File: src/rtl/zmaps_wq_pkg.sv
// Shared definitions for the Z80 memory-window mapper: slot encodings,
// file-to-slot mapping and queue entry sizing.
package zmaps_wq_pkg;

   localparam logic [2:0] SLOT_CRAM = 3'd0;
   localparam logic [2:0] SLOT_SFIL = 3'd1;
   localparam logic [2:0] SLOT_REGS = 3'd2;
   localparam logic [3:0] REGS_HI   = 4'b0100;   // a[11:8] of the register area

   localparam int WADDR_W = 8;
   localparam int WDATA_W = 16;

   // Queue entry layout: {file index, word address, word data}
   function automatic int entry_w(input int nfile);
      return $clog2(nfile) + WADDR_W + WDATA_W;
   endfunction

   // Files 0/1 sit in slots 0/1; the register area owns slot 2, so later
   // files are shifted up by one slot.
   function automatic logic [2:0] file_slot(input int f);
      return (f < 2) ? 3'(f) : 3'(f + 1);
   endfunction

endpackage

File: src/rtl/zmaps_wq_fifo.sv
// Synchronous FIFO for posted CPU words. A push while full is accepted
// only when a pop happens in the same cycle.
module zmaps_wq_fifo #(
   parameter int DEPTH = 4,
   parameter int W     = 25
) (
   input  logic         clk,
   input  logic         rst,
   input  logic         push_i,
   input  logic         pop_i,
   input  logic [W-1:0] din_i,
   output logic [W-1:0] dout_o,
   output logic         full_o,
   output logic         empty_o
);

   localparam int AW = $clog2(DEPTH);

   logic [W-1:0]  mem_q [DEPTH];
   logic [AW-1:0] wr_ptr_q, rd_ptr_q;
   logic [AW:0]   cnt_q;
   logic          do_push, do_pop;

   assign empty_o = (cnt_q == '0);
   assign full_o  = (cnt_q == (AW+1)'(DEPTH));
   assign do_pop  = pop_i && !empty_o;
   assign do_push = push_i && (!full_o || do_pop);
   assign dout_o  = mem_q[rd_ptr_q];

   // Storage array; contents are don't-care while empty, so no reset
   always_ff @(posedge clk) begin
      if (do_push) mem_q[wr_ptr_q] <= din_i;
   end

   // Pointers and occupancy count
   always_ff @(posedge clk or posedge rst) begin
      if (rst) begin
         wr_ptr_q <= '0;
         rd_ptr_q <= '0;
         cnt_q    <= '0;
      end else begin
         if (do_push) wr_ptr_q <= wr_ptr_q + AW'(1);
         if (do_pop)  rd_ptr_q <= rd_ptr_q + AW'(1);
         case ({do_push, do_pop})
            2'b10:   cnt_q <= cnt_q + (AW+1)'(1);
            2'b01:   cnt_q <= cnt_q - (AW+1)'(1);
            default: cnt_q <= cnt_q;
         endcase
      end
   end

endmodule

File: src/rtl/zmaps_wq.sv
// Z80 window decode, per-file byte pairing, posted-write queue and a
// single registered write port shared with DMA.
module zmaps_wq
   import zmaps_wq_pkg::*;
#(
   parameter int NFILE  = 2,
   parameter int FIFO_D = 4,
   parameter int STARVE = 8
) (
   input  logic             clk,
   input  logic             rst,
   input  logic             memwr_s,
   input  logic [15:0]      a,
   input  logic [7:0]       d,
   input  logic [4:0]       fmaddr,
   input  logic [NFILE-1:0] dma_we,
   input  logic [7:0]       dma_wraddr,
   input  logic [15:0]      dma_data,
   output logic             dma_rdy,
   output logic [NFILE-1:0] we,
   output logic [7:0]       zma,
   output logic [15:0]      zmd,
   output logic             regs_we,
   output logic             ovf
);

   localparam int FW = $clog2(NFILE);
   localparam int EW = entry_w(NFILE);
   localparam int SW = $clog2(STARVE + 2);
   localparam logic [SW-1:0] ST_MAX = SW'(STARVE);

   logic             hit, fhit, commit;
   logic [NFILE-1:0] fsel;
   logic [FW-1:0]    fidx;
   logic [7:0]       lo_sel;
   logic [7:0]       lo_q [NFILE];
   logic [EW-1:0]    cpu_ent, q_head, cpu_src;
   logic             q_push, q_pop, q_full, q_empty;
   logic             forced, dma_acc, bypass, ovf_set;
   logic [NFILE-1:0] we_d, we_q;
   logic [7:0]       zma_d, zma_q;
   logic [15:0]      zmd_d, zmd_q;
   logic             ovf_q;
   logic [SW-1:0]    st_d, st_q;

   // Window hit and per-file slot decode
   always_comb begin
      hit    = memwr_s && fmaddr[4] && (a[15:12] == fmaddr[3:0]);
      fsel   = '0;
      fidx   = '0;
      lo_sel = '0;
      for (int f = 0; f < NFILE; f++) begin
         if (hit && (a[11:9] == file_slot(f))) begin
            fsel[f] = 1'b1;
            fidx    = FW'(f);
            lo_sel  = lo_q[f];
         end
      end
   end

   assign fhit    = |fsel;
   assign commit  = fhit && a[0];
   assign regs_we = hit && (a[11:8] == REGS_HI);
   assign cpu_ent = {fidx, a[8:1], d, lo_sel};

   // Per-file lower-byte latches; odd writes reuse whatever is latched
   always_ff @(posedge clk or posedge rst) begin
      if (rst) begin
         for (int f = 0; f < NFILE; f++) lo_q[f] <= '0;
      end else begin
         for (int f = 0; f < NFILE; f++)
            if (fsel[f] && !a[0]) lo_q[f] <= d;
      end
   end

   zmaps_wq_fifo #(
      .DEPTH (FIFO_D),
      .W     (EW)
   ) u_fifo (
      .clk     (clk),
      .rst     (rst),
      .push_i  (q_push),
      .pop_i   (q_pop),
      .din_i   (cpu_ent),
      .dout_o  (q_head),
      .full_o  (q_full),
      .empty_o (q_empty)
   );

   // Write-port arbitration: forced CPU > DMA > queue head > bypass
   always_comb begin
      forced  = !q_empty && (STARVE != 0) && (st_q == ST_MAX);
      dma_rdy = !forced;
      dma_acc = (dma_we != '0) && !forced;
      q_pop   = 1'b0;
      bypass  = 1'b0;
      if (forced) begin
         q_pop = 1'b1;
      end else if (!dma_acc) begin
         if (!q_empty)    q_pop  = 1'b1;
         else if (commit) bypass = 1'b1;
      end
      cpu_src = bypass ? cpu_ent : q_head;

      we_d  = '0;
      zma_d = zma_q;
      zmd_d = zmd_q;
      if (dma_acc) begin
         we_d  = dma_we;
         zma_d = dma_wraddr;
         zmd_d = dma_data;
      end else if (q_pop || bypass) begin
         we_d  = NFILE'(1) << cpu_src[EW-1 -: FW];
         zma_d = cpu_src[23:16];
         zmd_d = cpu_src[15:0];
      end

      // A commit that did not bypass is posted; drops only when no room frees up
      q_push  = commit && !bypass;
      ovf_set = q_push && q_full && !q_pop;

      st_d = st_q;
      if (q_pop || bypass || q_empty)       st_d = '0;
      else if (dma_acc && (st_q != ST_MAX)) st_d = st_q + 1'b1;
   end

   // Output register, sticky overflow and starvation counter
   always_ff @(posedge clk or posedge rst) begin
      if (rst) begin
         we_q  <= '0;
         zma_q <= '0;
         zmd_q <= '0;
         ovf_q <= 1'b0;
         st_q  <= '0;
      end else begin
         we_q  <= we_d;
         zma_q <= zma_d;
         zmd_q <= zmd_d;
         ovf_q <= ovf_q | ovf_set;
         st_q  <= st_d;
      end
   end

   assign we  = we_q;
   assign zma = zma_q;
   assign zmd = zmd_q;
   assign ovf = ovf_q;

endmodule
File: config.mk
export PLATFORM = sky130hd
export DESIGN_NAME = zmaps_wq
export DESIGN_NICKNAME = d
export VERILOG_FILES = /design/src/rtl/zmaps_wq_pkg.sv /design/src/rtl/zmaps_wq_fifo.sv /design/src/rtl/zmaps_wq.sv
export SDC_FILE = /design/constraint.sdc
export NUM_CORES = 1
export LEC_CHECK = 0
export CAP_MARGIN = 25
export CORE_MARGIN = 2
export CORE_UTILIZATION = 43
export CTS_BUF_LIST = sky130_fd_sc_hd__clkbuf_4 sky130_fd_sc_hd__clkbuf_8 sky130_fd_sc_hd__clkbuf_16
export DETAILED_ROUTE_END_ITERATION = 7
export PLACE_DENSITY = 0.72
export SETUP_SLACK_MARGIN = 0.1
export SYNTH_ARGS = -nofsm -noshare
export SYNTH_HDL_FRONTEND = slang
export SYNTH_SLANG_ARGS = --single-unit
File: constraint.sdc
create_clock -name clk -period 4.09 [get_ports clk]
set_input_delay 0.818 -clock clk [delete_from_list [all_inputs] [get_ports clk]]
set_output_delay 0.818 -clock clk [all_outputs]
set_load 0.02 [all_outputs]
### Word-level counts from Yosys, hierarchy flattened

Memories as Yosys holds them, arrays and structs flattened.
Index checks and enable logic that the tools add are counted.

* output and inout port bits: 29
* memory bits (writable): 100
* input port bits: 58
* register bits after elaboration: 54
* memories: 1
* logic and storage cells: 81

* bitwise gates (word level): 1
* add/subtract/negate cells: 5
* reductions and logical operators: 32
* multiplexer cells: 23
* eq/ne operators: 8
* shifts and indexed selects: 1

Memories
* u_fifo.mem_q: depth 4, bits a word 25, read ports 1, clocked after memory_dff 0, write ports 1, line zmaps_wq_fifo.sv:19 `logic [W-1:0] mem_q [DEPTH];`

Operators by type and width (number)
* $mux W16: 2
* $mux W8: 4
* $mux W25: 1
* $logic_and A1 B1 Y1: 16
* $mux W1: 11
* $mux W4: 2
* $reduce_bool A2 Y1: 4
* $logic_not A1 Y1: 6
* $logic_not A3 Y1: 2
* $pmux W3 S2: 1
* $add A2 B1 Y2 const B: 2
* $add A4 B1 Y4 const B: 1
* $eq A4 B3 Y1 const B: 1
* $eq A4 B4 Y1: 1
* $eq A4 B4 Y1 const B: 1
* $mux W2: 2
* $ne A4 B4 Y1 const B: 1
* $add A3 B1 Y3 const B: 1
* $eq A3 B1 Y1 const B: 1
* $eq A3 B3 Y1 const B: 1
* $logic_or A1 B1 Y1: 3
* $sub A3 B1 Y3 const B: 1
* $eq A2 B1 Y1 const B: 1
* $eq A2 B2 Y1 const B: 1
* other kinds (3): 3

### Logic depth before layout (Yosys ltp)

Gate-level depths: netlist of run 1.

* word-level depth: 15
* gate-level depth with buffers: 9
* mapped depth without buffers: 9

### By module

Synthesis of run 1 repeated with hierarchy kept, for this count alone.

* cells, all modules: 433
* area, all modules: 6642.6 µm²

By module, submodules not included
* zmaps_wq_fifo: cells an instance 170, area an instance 4041.4 µm², seq. area each 3178.0 µm², times used 1
* zmaps_wq: cells an instance 263, area an instance 2601.2 µm², seq. area each 1176.1 µm², times used 1

### Worst setup path before layout of run 1

No wires, ideal clock.

* path type: input to register
* start point: in fmaddr[0]
* end point: mem u_fifo.mem_q[0][0], enable pin
* path buffers: 0
* library setup time: 0.384 ns
* arrival time: 2.897 ns
* required time: 3.706 ns
* stages: 4
* slack: 0.809 ns
* cells stage by stage: xor2_1 -> or4b_2 -> a211oi_1 -> and2_1

* word-level cells in the longest chain between the ends: 15
* elaborated cells between the ends (all ways): 17
* classes of those cells: eq/ne (1); mux (8); reduce/logical (8)

RTL lines
* start: declaration: line zmaps_wq.sv:15 `input logic [4:0] fmaddr,`
* $eq A4 B4 Y1 (*): line zmaps_wq.sv:48 `hit = memwr_s && fmaddr[4] && (a[15:12] == fmaddr[3:0]);`
* $logic_and A1 B1 Y1 (*): line zmaps_wq.sv:48
* $logic_and A1 B1 Y1: line zmaps_wq.sv:53 `if (hit && (a[11:9] == file_slot(f))) begin`
* $mux W1: line zmaps_wq.sv:53
* $reduce_or A2 Y1 (*): line zmaps_wq.sv:61 `assign fhit = |fsel;`
* $logic_and A1 B1 Y1 (*): line zmaps_wq.sv:62 `assign commit = fhit && a[0];`
* $mux W1: line zmaps_wq.sv:101 `else if (commit) bypass = 1'b1;`
* $mux W1: line zmaps_wq.sv:100 `if (!q_empty) q_pop = 1'b1;`
* $mux W1: line zmaps_wq.sv:99 `end else if (!dma_acc) begin`
* $mux W1: line zmaps_wq.sv:97 `if (forced) begin`
* $logic_not A1 Y1: line zmaps_wq.sv:119 `q_push = commit && !bypass;`
* $logic_and A1 B1 Y1 (*): line zmaps_wq.sv:119
* $logic_and A1 B1 Y1 (*): line zmaps_wq_fifo.sv:27 `assign do_push = push_i && (!full_o || do_pop);`
* $mux W1 (*): line zmaps_wq_fifo.sv:32 `if (do_push) mem_q[wr_ptr_q] <= din_i;`
* $mux W1 (not written as such) (*): line zmaps_wq_fifo.sv:32
* end: declaration: line zmaps_wq_fifo.sv:19

Every way passes the cells marked *; elsewhere a longest branch is shown, timed or not.

### Worst setup path after layout of run 1

* start point: in fmaddr[3]
* end point: out regs_we

* word-level cells in the longest chain between the ends: 3

RTL lines
* $eq A4 B4 Y1: line zmaps_wq.sv:48
* $logic_and A1 B1 Y1: line zmaps_wq.sv:48
* $logic_and A1 B1 Y1: line zmaps_wq.sv:63 `assign regs_we = hit && (a[11:8] == REGS_HI);`
* end: declaration: line zmaps_wq.sv:23 `output logic regs_we,`

No other way between the ends.

==> results of run 1 <==
per-layer routing:
layer  vias up  GRT usage, %
li1       1916             -
met5         -             0
met1      2162         26.32
met3        24         4.257
met2       164         34.82
met4         0         7.111
worst register-to-register path, cell delays in order, from the launching register on:
cell and delay [ns]:
dfrtp_1 0.82, buf_4 0.36, mux4_2 0.52, inv_1 0.06
a31oi_1 0.03, a211oi_1 0.40, o21ai_0 0.18
cell usage after synthesis (all sizes together) (3+ instances only):
cell	count	area [sq um]
mux2	17	191.4
a31oi	19	118.9
mux2i	14	140.1
mux4	25	563.0
xnor2	5	43.79
inv	16	60.06
a211oi	12	90.09
clkbuf	16	60.06
a21oi	24	120.1
o22ai	6	37.54
and2	4	25.02
dfrtp	54	1351
nor3	4	20.02
o21ai	27	135.1
nor2	27	103.9
a211o	8	70.07
xor2	5	43.79
ha	6	75.07
buf	10	75.06
edfxtp	100	3003
nand2	17	63.81
nor4b	3	41.29
layout make-up:
type	count	area (sq um)	area share (%)
inverter	16	60.06	0.7173
sequential	154	4354	52.00
tap	188	235.2	2.809
clock inverter	15	143.9	1.718
clock buffer	17	425.4	5.081
timing repair buffer	108	1051	12.55
multi-input combinational	247	2101	25.09
antenna	1	2.502	0.02989
how the worst min path moves through the flow:
stage | from | end | slack [ns] | cells after the start
final | zmd[15]$_DFFE_PP0P_ | zmd[15]$_DFFE_PP0P_ | 0.49 | 2
after global routing | lo_q[2]$_DFFE_PP0P_ | lo_q[2]$_DFFE_PP0P_ | 0.52 | 1
after CTS | ovf$_DFF_PP0_ | ovf$_DFF_PP0_ | 0.49 | 1
after detailed placement | ovf$_DFF_PP0_ | ovf$_DFF_PP0_ | 0.47 | 1
after global placement | zmd[15]$_DFFE_PP0P_ | zmd[15]$_DFFE_PP0P_ | 0.47 | 2
after floorplan | st_q[0]$_DFFE_PP0P_ | st_q[0]$_DFFE_PP0P_ | 0.47 | 1
cells by family after synthesis:
logic type / count (synthesis) / share of synthesized area, %
DFF: 154 / 65.64
xor gates and xnor gates: 10 / 1.320
AOI/OAI and AO/OA: 103 / 9.600
adders and majority gates: 7 / 1.433
buffers and inverters: 42 / 2.942
muxes: 56 / 13.49
and+or+nand+nor: 71 / 5.583
through the flow:
stage	setup slack (ns)	power (W)	std cells	hold WS [ns]	util, %
finish	0.5049	0.004387	746	0.4914	55.28
global route	0.4439	0.004577	746	0.5207	55.28
CTS	0.5073	0.004423	745	0.4921	55.27
detailed placement	0.5217	0.002920	713	0.4742	51.51
global placement	0.5263	0.002885	713	0.4691	51.51
floorplan	0.8095	0.002550	443	0.4653	-
sequential cells by signal, summed over array words and instances (netlist names):
signal,count
u_fifo.mem_q,100
zmd,16
we,2
u_fifo.cnt_q,3
zma,8
u_fifo.wr_ptr_q,2
u_fifo.rd_ptr_q,2
ovf,1
lo_q,16
st_q,4
where the power goes:
| group | switching [W] | internal (W) |
|---|---|---|
| sequential | 0.000153 | 0.00176 |
| clock | 0.000656 | 0.000845 |
| combinational | 0.000467 | 0.000506 |
| total | 0.00128 | 0.00311 |
==> results.py, run 1 <==
metrics = {
    "route": {
        "vias_per_cell": 5.718,
        "drtIter0Drc": 280,
        "via_count": 4266,
        "wl_per_cell_um": 21.45,
        "first_pass_iters": 5,
        "top_layer": "met4",
        "wl_met2_mm": 7.916,
        "drt_wl_total_mm": 16.00,
        "drc": 0,
        "routedLengthMet1_mm": 6.826,
        "drtAntennaViolNets": 0,
        "wl_met3_um": 967,
    },
    "power": {
        "powerDensity_nw_per_um2": 523.9,
        "ir_drop_mv": 0.3052,
        "cellLeakagePower_nw": 3.126,
    },
    "worst_setup_path": {
        "worstSetupPathType": "input port to output port",
        "critPathLaunchType": "input port",
        "path_depth": 6,
        "required_ns": 3.27,
        "setup.worst_path.end_class": "output port",
        "r2r_start": "u_fifo.rd_ptr_q[0]$_DFFE_PP0P_",
        "critical_path.startpoint": "fmaddr[3]",
        "slowest_delay_ns": 0.66,
        "crit_family": "buffers and inverters",
        "cp-endpoint": "regs_we",
        "critical_path_peak_fanout": 2,
        "r2r.worst_path.cells": 6,
        "arrival_ns": 2.77,
        "crit_buf_inv": 2,
        "reg2reg_to": "zma[0]$_DFFE_PP0P_",
        "rrSetupSlack_ns": 1.57,
        "cpMostUsedCell": "clkdlybuf4s50_1",
        "path_cells": "clkdlybuf4s50_1 > xor2_1 > nor4_4 > nand2_1 > nor4b_1 > clkdlybuf4s50_1",
        "cp_slowest_cell": "clkdlybuf4s50_1",
    },
    "cells_and_area": {
        "fill_cells": 1209,
        "final_common_cell": "edfxtp_1",
        "fin_nets": 609,
        "area_growth_pct": 26.22,
        "drive_gt1_share_pct": 19.03,
        "fin_area_sq_um": 8373,
        "layout_common_cells": "100 x edfxtp_1, 86 x clkdlybuf4s50_1, 54 x dfrtp_1",
    },
    "global_routing": {
        "overflow": 0,
        "grt_pass1_vias": 4595,
        "antenna_found_initial": 1,
        "grt_pass1_wl_mm": 24.92,
        "grt_usage_pct": 20.52,
        "grt_max_degree": 32,
    },
    "clocking": {
        "cts_buffer_depth": 2,
        "postCtsSetupRepairBufs": 0,
        "cts_hold_buf": 0,
        "cts_tree": "yes",
        "ctsResizeCount": 0,
        "cts_buffers": 17,
        "clk_pin_slew_ns": 0.06,
        "htreeDepth": 4,
        "cts_root_buf": "clkbuf_16",
        "cts_sinks": 154,
        "clock_latency_ns": 0.42,
    },
    "sta": {
        "maxSlewViolCount": 0,
        "skew_ns": 0.006155,
        "max_freq_mhz": 278.9,
        "setup-tns-final_ns": 0,
        "fin_crit_ns": 3.585,
        "setup_viol": 0,
        "final-hold-violation-count": 0,
        "period_share_pct": 87.65,
        "max_slew.worst_pin.slew_ns": 0.9020,
        "worst_slew_margin_rel_pct": 39.87,
        "rsz0062_at_grt": "false",
    },
    "placed_design": {
        "place_area_sq_um": 7801,
        "placement.io_buffers": 86,
        "dp.final_hpwl_mm": 10.37,
        "place_congestion": 0.7883,
    },
    "logic_synthesis": {
        "syn-instance-count": 443,
        "yosys_most_used_dff": "edfxtp_1",
        "yosysUniqueCellTypes": 45,
        "synth_nets": 508,
        "syn_area_per_cell_sq_um": 14.97,
        "synth_edf_count": 100,
        "seq_area_frac_synth_pct": 65.64,
        "yosys_warnings": 0,
        "ys_ff_latch": 154,
        "synthesis.area_sq_um": 6634,
        "async_flop_share_pct": 35.06,
    },
    "flow_run": {
        "drv_cap": 0,
    },
    "floorplanning": {
        "die_w_um": 128.2,
        "fp.dieH_um": 128.2,
        "core_region_area_sq_um": 15150,
        "die-area_sq_um": 16440,
        "fp-row-count": 45,
        "io_pins": 87,
        "initial_utilization_pct": 43.80,
    },
    "min_path": {
        "worst_hold_path_type": "flop to flop",
    },
    "status": {
        "outcome": "completed",
    },
}
(Power assumes the default switching activity.)
==> run 2: changes to the inputs <==
REMOVE_ABC_BUFFERS = 1   (was default)
==> results.py, run 2 (synthesis results as in run 1) <==
metrics = {
    "status": {
        "outcome": "completed",
    },
    "placed_design": {
        "place_congestion": 0.8525,
        "placement.io_buffers": 86,
        "dp.final_hpwl_mm": 10.14,
    },
    "cells_and_area": {
        "final_common_cell": "edfxtp_1",
        "fill_cells": 1199,
        "diodes": 0,
        "area_growth_pct": 26.67,
        "layout_common_cells": "100 x edfxtp_1, 86 x clkdlybuf4s50_1, 53 x dfrtp_1",
        "fin_nets": 611,
        "top_register": "u_fifo.mem_q",
        "final_util_pct": 55.48,
        "largest_reg_flops": 100,
        "drive_gt1_share_pct": 19.50,
    },
    "worst_setup_path": {
        "rrSetupSlack_ns": 1.59,
        "r2r.worst_path.cells": 7,
        "critPathLaunchType": "input port",
        "r2r_start": "u_fifo.cnt_q[2]$_DFFE_PP0P_",
        "worstSetupPathType": "input port to output port",
        "setup.worst_path.end_class": "output port",
        "reg2reg_to": "zmd[13]$_DFFE_PP0P_",
        "critical_path_peak_fanout": 2,
        "arrival_ns": 2.91,
        "required_ns": 3.27,
        "critical_path.startpoint": "fmaddr[3]",
    },
    "route": {
        "drt_wl_total_mm": 15.36,
        "via_count": 4318,
        "vias_per_cell": 5.780,
        "drc": 0,
        "wl_per_cell_um": 20.56,
        "drtAntennaViolNets": 0,
        "drtIter0Drc": 480,
        "first_pass_iters": 6,
    },
    "clocking": {
        "cts_buffer_depth": 2,
        "htreeDepth": 4,
        "postCtsSetupRepairBufs": 0,
        "cts_sinks": 154,
        "clk_pin_slew_ns": 0.06,
        "ctsResizeCount": 0,
        "clock_latency_ns": 0.42,
        "cts_buffers": 17,
        "cts_hold_buf": 0,
        "cts_root_buf": "clkbuf_16",
        "cts_tree": "yes",
    },
    "power": {
        "pwr-share-clk_pct": 35.2,
        "p_total_w": 0.004452,
        "pwr-share-comb_pct": 22.4,
        "switchingPower_w": 0.001201,
        "ir_drop_mv": 0.2912,
        "sw_frac_of_total_pct": 26.98,
        "cellLeakagePower_nw": 3.157,
        "powerDensity_nw_per_um2": 529.8,
        "seqPwrFrac_pct": 42.4,
        "intPower_w": 0.003251,
    },
    "sta": {
        "maxSlewViolCount": 0,
        "max_freq_mhz": 267.9,
        "max_slew.worst_pin.slew_ns": 0.7930,
        "fin_crit_ns": 3.733,
        "period_share_pct": 91.26,
        "setup_viol": 0,
        "setup-tns-final_ns": 0,
        "final-hold-violation-count": 0,
        "skew_ns": 0.009243,
        "worst_slew_margin_rel_pct": 46.39,
        "rsz0062_at_grt": "false",
    },
    "floorplanning": {
        "core_region_area_sq_um": 15150,
        "io_pins": 87,
        "fp-row-count": 45,
        "initial_utilization_pct": 43.80,
        "die_w_um": 128.2,
        "die-area_sq_um": 16440,
        "fp.dieH_um": 128.2,
    },
    "min_path": {
        "min_path_cells": 2,
        "min_to": "zma[3]$_DFFE_PP0P_",
        "worst_hold_path_type": "flop to flop",
        "hp-start": "zma[3]$_DFFE_PP0P_",
    },
    "flow_run": {
        "drv_cap": 0,
    },
    "global_routing": {
        "antenna_found_initial": 0,
        "overflow": 0,
        "grt_usage_pct": 19.43,
        "grt_pass1_vias": 4405,
        "grt_max_degree": 35,
        "grt_pass1_wl_mm": 23.90,
    },
}
[run 2: changes by cell type in the layout (fill, tap and decap cells not counted), sizes merged, moves of 2 or more]
cell / before / now
bufinv: 1 / 3
clkbuf: 17 / 19
buf: 22 / 24
inv: 19 / 17
[run 2: critical path: stages]
cell and delay, ns:
clkdlybuf4s50_1 0.41, xor2_1 0.20, nor4_4 0.30, nand2_1 0.14, nor4b_1 0.27, buf_4 0.18
clkdlybuf4s50_1 0.60
[run 2: how the worst max path moves through the flow]
stage | end | depth (start not counted)
floorplan | regs_we | 4
global placement | regs_we | 7
detailed placement | regs_we | 7
CTS | regs_we | 7
global route | regs_we | 7
finish | regs_we | 7
[run 2: power by group through the flow]
stage               registers, W  clock network, W  logic (W)
floorplan                0.00202                 0   0.000484
global placement         0.00198                 0   0.000885
detailed placement       0.00199                 0   0.000909
CTS                      0.00196           0.00159   0.000913
global route             0.00190           0.00166    0.00108
finish                   0.00189           0.00157   0.000996
[run 2: layout make-up]
| cell class | instances | area, sq um | area share, % |
|---|---|---|---|
| Clock buffer | 19 | 446.7 | 5.316 |
| Clock inverter | 13 | 151.4 | 1.802 |
| Multi-Input combinational cell | 247 | 2101 | 25.00 |
| Sequential cell | 154 | 4355 | 51.83 |
| Tap cell | 188 | 235.2 | 2.799 |
| Timing Repair Buffer | 110 | 1054 | 12.54 |
| Inverter | 16 | 60.06 | 0.7147 |
[run 2: metrics by stage]
step / cell area, sq um / cells / hold WS, ns / worst slack, ns
2_1_floorplan: 6499 / 417 / 0.4653 / 0.1777
3_3_place_gp: 7785 / 714 / 0.4618 / 0.3552
3_5_place_dp: 7785 / 714 / 0.4756 / 0.3624
4_1_cts: 8383 / 746 / 0.4888 / 0.3534
5_1_grt: 8403 / 747 / 0.5028 / 0.2630
6_report: 8403 / 747 / 0.4820 / 0.3574
[run 2: layer usage]
metal / track usage, % / vias up / wire length, um
met5: 0 / - / 0
met4: 5.753 / 0 / 163
met3: 4.007 / 16 / 930
met2: 33.35 / 173 / 7905
met1: 25.03 / 2215 / 6358
li1: - / 1914 / -
==> run 3: changes to the inputs <==
GPL_TIMING_DRIVEN = 0   (was default)
PLACE_DENSITY = 0.74   (was 0.72)
SLEW_MARGIN = 20   (was default)
clock period = 3.04 ns   (was 4.09 ns; I/O delays follow)
==> results.py, run 3 (synthesis results as in run 1) <==
metrics = {
    "floorplanning": {
        "io_pins": 87,
        "die_w_um": 128.2,
        "fp-row-count": 45,
        "fp.dieH_um": 128.2,
        "initial_utilization_pct": 43.80,
        "core_region_area_sq_um": 15150,
        "die-area_sq_um": 16440,
    },
    "worst_setup_path": {
        "reg2reg_to": "zmd[14]$_DFFE_PP0P_",
        "slowest_delay_ns": 0.44,
        "critical_path_peak_fanout": 5,
        "setup.worst_path.end_class": "output port",
        "critPathLaunchType": "input port",
        "cp_slowest_cell": "clkdlybuf4s50_1",
        "cp-endpoint": "regs_we",
        "r2r_start": "u_fifo.cnt_q[2]$_DFFE_PP0P_",
        "rrSetupSlack_ns": 0.51,
        "r2r.worst_path.cells": 6,
        "worstSetupPathType": "input port to output port",
        "required_ns": 2.43,
        "path_cells": "clkdlybuf4s50_1 > xor2_2 > nor4_4 > buf_6 > buf_12 > nand2_2 > nor4b_4 > buf_4",
        "critical_path.startpoint": "a[13]",
        "arrival_ns": 2.35,
    },
    "min_path": {
        "min_path_cells": 1,
        "worst_hold_path_type": "flop to flop",
        "hp-start": "ovf$_DFF_PP0_",
    },
    "status": {
        "outcome": "completed",
    },
    "route": {
        "vias_per_cell": 5.752,
        "drt_wl_total_mm": 15.67,
        "drc": 0,
        "drtAntennaViolNets": 0,
        "drtIter0Drc": 458,
        "via_count": 4262,
        "first_pass_iters": 5,
        "wl_per_cell_um": 21.15,
    },
    "placed_design": {
        "placement.io_buffers": 86,
        "place_congestion": 0.8201,
        "dp.final_hpwl_mm": 9.504,
        "dp_slack_ns": -0.8409,
    },
    "global_routing": {
        "overflow": 0,
        "globalRouteMet3Util_pct": 4.674,
        "grt_pass1_vias": 4381,
        "grt_util_met1_pct": 23.31,
        "grt_usage_pct": 19.58,
        "antenna_found_initial": 0,
        "busiest_layer": "met2",
        "grt_max_degree": 55,
        "grt_pass1_wl_mm": 23.68,
        "gr-usage-met2_pct": 34.23,
    },
    "power": {
        "p_total_w": 0.006006,
        "seqPwrFrac_pct": 43.2,
        "pwr-share-clk_pct": 34.5,
        "cellLeakagePower_nw": 3.184,
        "pwr-share-comb_pct": 22.2,
        "powerDensity_nw_per_um2": 706.6,
        "switchingPower_w": 0.001643,
        "intPower_w": 0.004363,
        "ir_drop_mv": 0.5269,
        "sw_frac_of_total_pct": 27.36,
    },
    "sta": {
        "rsz0062_at_grt": "true",
        "worst_slew_margin_rel_pct": 50.19,
        "max_freq_mhz": 337.6,
        "max_slew.worst_pin.slew_ns": 0.7453,
        "maxSlewViolCount": 0,
        "skew_ns": 0.007235,
        "final-hold-violation-count": 0,
        "fin_worst_hold_slack_ns": 0.4803,
        "fin_ws_ns": 0.07770,
        "setup_viol": 0,
        "fin_crit_ns": 2.962,
        "period_share_pct": 97.44,
    },
    "clocking": {
        "htreeDepth": 4,
        "cts_tree": "yes",
        "clk_pin_slew_ns": 0.06,
        "clock_latency_ns": 0.42,
        "cts_buffers": 17,
        "cts_root_buf": "clkbuf_16",
        "cts_sinks": 154,
        "cts_buffer_depth": 2,
    },
    "flow_run": {
        "drv_cap": 0,
    },
    "cells_and_area": {
        "drive_gt1_share_pct": 21.16,
        "top_register": "u_fifo.mem_q",
        "layout_common_cells": "100 x edfxtp_1, 84 x clkdlybuf4s50_1, 52 x dfrtp_1",
        "area_growth_pct": 28.12,
        "fill_cells": 1127,
        "final_common_cell": "edfxtp_1",
        "diodes": 0,
        "fin_nets": 605,
        "largest_reg_flops": 100,
    },
}
run 3: cell count changes in the layout (fill, tap and decap cells not counted), sizes merged:
cell,before,now
dlymetal6s2s,0,1
clkdlybuf4s50,86,84
bufinv,3,0
and2,4,8
clkinv,6,4
clkbuf,19,27
clkinvlp,3,0
buf,24,15
run 3: power by group through the flow:
stage / sequential, W / combinational [W] / clock (W)
2_1_floorplan: 0.00272 / 0.000651 / 0
3_3_place_gp: 0.00270 / 0.00113 / 0
3_5_place_dp: 0.00264 / 0.00129 / 0
4_1_cts: 0.00260 / 0.00132 / 0.00210
5_1_grt: 0.00263 / 0.00144 / 0.00218
6_report: 0.00260 / 0.00134 / 0.00207
run 3: timing repair:
action | in CTS | in global routing
setup buffers | 3 | 3
hold buffers | 0 | 0
endpoints found under the setup margin | 127 | 46
gates cloned | 3 | 1
gates resized for setup | 18 | 8
pin swaps | 4 | 3
run 3: layer usage:
layer	vias to the layer above	part of all wire [%]
li1	1901	-
met1	2161	40
met2	167	53
met3	33	5.6
met4	0	2.2
met5	-	0
run 3: final cells by class:
| type | count | area [sq um] | area share (%) |
|---|---|---|---|
| repair buffers | 100 | 1033 | 12.16 |
| inverters | 16 | 62.56 | 0.7361 |
| flip-flops and latches | 154 | 4357 | 51.26 |
| clock inverters | 5 | 26.28 | 0.3091 |
| multi-input cells | 251 | 2213 | 26.04 |
| clock buffers | 27 | 571.8 | 6.728 |
| well taps | 188 | 235.2 | 2.768 |
run 3: worst min path at each step:
stage	end	slack, ns
floorplan	st_q[0]$_DFFE_PP0P_	0.47
global placement	zmd[8]$_DFFE_PP0P_	0.46
detailed placement	zma[5]$_DFFE_PP0P_	0.48
CTS	zma[5]$_DFFE_PP0P_	0.49
global route	ovf$_DFF_PP0_	0.50
finish	ovf$_DFF_PP0_	0.48
run 3: worst max-delay path: cells and delay by family:
family / cells / cell delay [ns]
AND/OR/NAND/NOR: 3 / 0.69
XOR/XNOR: 1 / 0.18
buffers and inverters: 4 / 0.89
run 3: through the flow:
step	TNS (ns)	util (%)	cells	area [sq um]
floorplan	-8.013	-	417	6499
global placement	-251.12	50.14	691	7595
detailed placement	-93.15	51.10	698	7740
CTS	0	55.64	736	8427
global route	-0.003785	56.12	741	8499
finish	0	56.12	741	8499
==> edit 1, RTL diff (settings of run 3) <==
Take the reset off `st_q` and load it in a clocked block of its own.
--- a/src/rtl/zmaps_wq.sv
+++ b/src/rtl/zmaps_wq.sv
@@ -131,14 +131,16 @@
          zma_q <= '0;
          zmd_q <= '0;
          ovf_q <= 1'b0;
-         st_q  <= '0;
       end else begin
          we_q  <= we_d;
          zma_q <= zma_d;
          zmd_q <= zmd_d;
          ovf_q <= ovf_q | ovf_set;
-         st_q  <= st_d;
       end
+   end
+
+   always_ff @(posedge clk) begin
+      st_q <= st_d;
    end
 
    assign we  = we_q;
Check against the original RTL: no difference found for any inputs over 4 cycles, from zero or initial values and one cycle with rst high; that may be too few to reach the edited logic, so the function may still have changed.
==> edit 1 against run 3 <==
Sequential cell count unchanged; wire length fell by 13%; count of clock-buffer cells in the layout shrank 4; design area decreased by 4.8%; utilization fell by 0.26 points; area after synthesis down 4.4%; setup slack gained 0.073 ns; clock power up 3%; combinational power shrank 13%; total power decreased by 1.8%; via count shrank 14%.
==> edit 1: results (changes against run 3) <==
- Inst Count DP: 620 (-11%)
- Worst path max stage delay: 0.59 ns (+0.15 ns)
- Share of layout cells above drive strength 1: 21.9% (+0.74 points)
- Sequential area share after synthesis: 68.4% (+2.7 points)
- Mux cell area share after synthesis: 14.2% (+0.66 points)
- Hold Crit Endpoint: st_q[0]$_SDFFE_PP0P_
- Synth cell count leaders: edfxtp_1, dfrtp_1, mux4_2
- CP delay by family, top: simple AND/OR/NAND/NOR gates
- DR iter-0 viols: 382 (-17%)
- Max VDD drop: 0.000381 V (-28%)
- Final WL: 13700 um (-13%)
- Design Power: 5900 uW (-1.8%)
- CP max-delay cell: or4_4
- Hold Startpoint: st_q[0]$_SDFFE_PP0P_
- Metal-1 WL: 5770 um (-6.9%)
- Die area: 0.0157 mm^2 (-4.3%)
- Reg-to-reg startpoint: st_q[0]$_SDFFE_PP0P_
- Post-Synthesis Cells: 367 (-17%)
- Grt met3 use: 4.11% (-0.57 points)
- GR Util met2: 31.2% (-3.0 points)
- Run status: completed
- XOR/XNOR Fraction of Synth Area: 1.66% (+0.34 points)
- Sequential cell area: 0.00434 mm^2 (-0.46%)
- DP Worst Slack: -0.495 ns (+0.346 ns)
- Clk power: 2140 uW (+3%)
- Nets: 528 (-13%)
- WHS: 0.481 ns (+0.000906 ns)
edit 1: worst max path at each step:
| stage | startpoint | to | slack, ns |
|---|---|---|---|
| after floorplan | fmaddr[3] | u_fifo.cnt_q[2]$_DFFE_PP0P_ | 0.17 |
| after global placement | fmaddr[3] | zmd[9]$_DFFE_PP0P_ | -1.14 |
| after detailed placement | fmaddr[3] | lo_q[8]$_DFFE_PP0P_ | -0.49 |
| after CTS | fmaddr[3] | u_fifo.cnt_q[2]$_DFFE_PP0P_ | 0.05 |
| after global routing | fmaddr[3] | u_fifo.cnt_q[2]$_DFFE_PP0P_ | 0.02 |
| final | fmaddr[3] | lo_q[8]$_DFFE_PP0P_ | 0.15 |
edit 1: repair_timing:
| action | CTS | global route |
|---|---|---|
| buffers inserted | 3 | 4 |
| pin swaps | 1 | 4 |
| resized for setup | 4 | 6 |
| setup endpoints to repair | 119 | 53 |
==> edit 2, RTL diff (config.mk and constraints of run 3) <==
Without the edit above. Change the parameter `STARVE` from 8 to 4.
--- a/src/rtl/zmaps_wq.sv
+++ b/src/rtl/zmaps_wq.sv
@@ -5,7 +5,7 @@
 #(
    parameter int NFILE  = 2,
    parameter int FIFO_D = 4,
-   parameter int STARVE = 8
+   parameter int STARVE = 4
 ) (
    input  logic             clk,
    input  logic             rst,
Formal check against the unedited RTL: not equivalent (Yosys sat finds a counterexample within 10 cycles, from zero or initial values and one cycle with rst high).
==> edit 2 against run 3 <==
Clock skew increased by 0.0025 ns; total power increased by 0.28%; maximum frequency increased by 0.94%; synthesized cell count decreased by 11%; largest power group unchanged; sequential cell count decreased by 1; design area decreased by 3.4%; sequential share of layout area increased by 1.5 points; count of clock-buffer cells in the layout decreased by 3; wire length decreased by 7.6%; critical path depth decreased by 2; non-clock buffer count decreased by 9; area after synthesis decreased by 3.2%; hold slack improved by 0.0072 ns; setup slack improved by 0.028 ns.
==> edit 2: results (changes against run 3) <==
- Run status: completed
- Fin cells: 685 (-7.6%)
- Nets: 553 (-8.6%)
- Postcts setup bufs: 0 (-3)
- Bufs and invs on worst path: 1 (-3)
- Max VDD drop: 0.000424 V (-20%)
- CP delay by family, top: simple AND/OR/NAND/NOR gates
- Worst path max stage delay: 0.62 ns (+0.18 ns)
- CP Max Fanout: 8 (+3)
- Sequential area share after synthesis: 67.4% (+1.8 points)
- Synth cell types: 41 (-8.9%)
- Ys async rst share: 34.6% (-0.42 points)
- Synth area leaders: edfxtp_1, dfrtp_1, mux4_2
- Largest net degree at the start of global routing: 54 (-1.8%)
- Gp weighted congestion: 0.776 (-5.4%)
- Share of layout cells above drive strength 1: 21.4% (+0.20 points)
- Total of fill cells in the finished design: 1109 (-1.6%)
- CP arrival: 3.23 ns (+0.88 ns)
- Critical Path Source: fmaddr[2]
- Hold Startpoint: st_q[0]$_DFFE_PP0P_
- Inst Count DP: 651 (-6.7%)
- GRT Util Overall: 18.5% (-1.1 points)
- CP max-delay cell: nor3_2
- Leak: 0.00322 uW (+1.2%)
- Number of global-route vias before repair: 4101 (-6.4%)
- DP Worst Slack: -0.705 ns (+0.136 ns)
- Clock Skews: 0.00978 ns (+0.00254 ns)
==> edit 2: cell count changes in the layout (fill, tap and decap cells not counted), sizes merged, moves of 10 or more <==
cell,change
a31oi,-19
o21ai,-17
a211oi,-12
buf,-11
mux2i,+11
o22ai,+11
inv,-10
nor2,-10
==> edit 2: final timing paths <==
check / end / slack [ns] / depth (start not counted)
setup reg to reg: we[0]$_DFF_PP0_ / 0.37 / 6
hold / removal: st_q[0]$_DFFE_PP0P_ / 0.49 / 1
max in group asynchronous: u_fifo.rd_ptr_q[0]$_DFFE_PP0P_ / 1.85 / 2
setup / recovery: lo_q[14]$_DFFE_PP0P_ / 0.11 / 6
min in group asynchronous: zmd[0]$_DFFE_PP0P_ / 0.67 / 2
hold reg to reg: st_q[0]$_DFFE_PP0P_ / 0.49 / 1
==> edit 2: repair_timing <==
action                                  4_1_cts  5_1_grt
resized for setup                             8        7
endpoints found under the setup margin      104      105
hold buffers                                  0        0
cloned                                        0        1
hold endpoints to repair                      0        0
pin swaps                                     0        0
==> edit 2: routing by layer <==
layer  track usage [%]  share of wire, %
met3              5.65               5.4
met2              32.3                53
met1              21.6                40
met5                 0                 0
met4              6.66               1.3
==> edit 2: final cells by class <==
cell class	count	share of cell area, %
clock buffers	24	6.05
clock inverters	8	0.869
inverters	7	0.351
multi-input cells	218	25.3
flip-flops and latches	153	52.8
well taps	184	2.80
repair buffers	91	11.9
==> edit 2: logic make-up after synthesis <==
kind of cell    count (synthesis)  share of synthesized area (%)
compound gates                 60                           5.52
mux                            75                           17.5
simple gates                   64                           5.01
fa+ha+maj                       7                           1.48
buf+inv                        23                           1.52
xor+xnor                       11                           1.50
flops                         153                           67.4
==> edit 2: power by group <==
group	switching (uW)	leakage (uW)	internal, uW
clock	780	0.000277	1220
sequential	263	0.00163	2380
combinational	627	0.00131	754
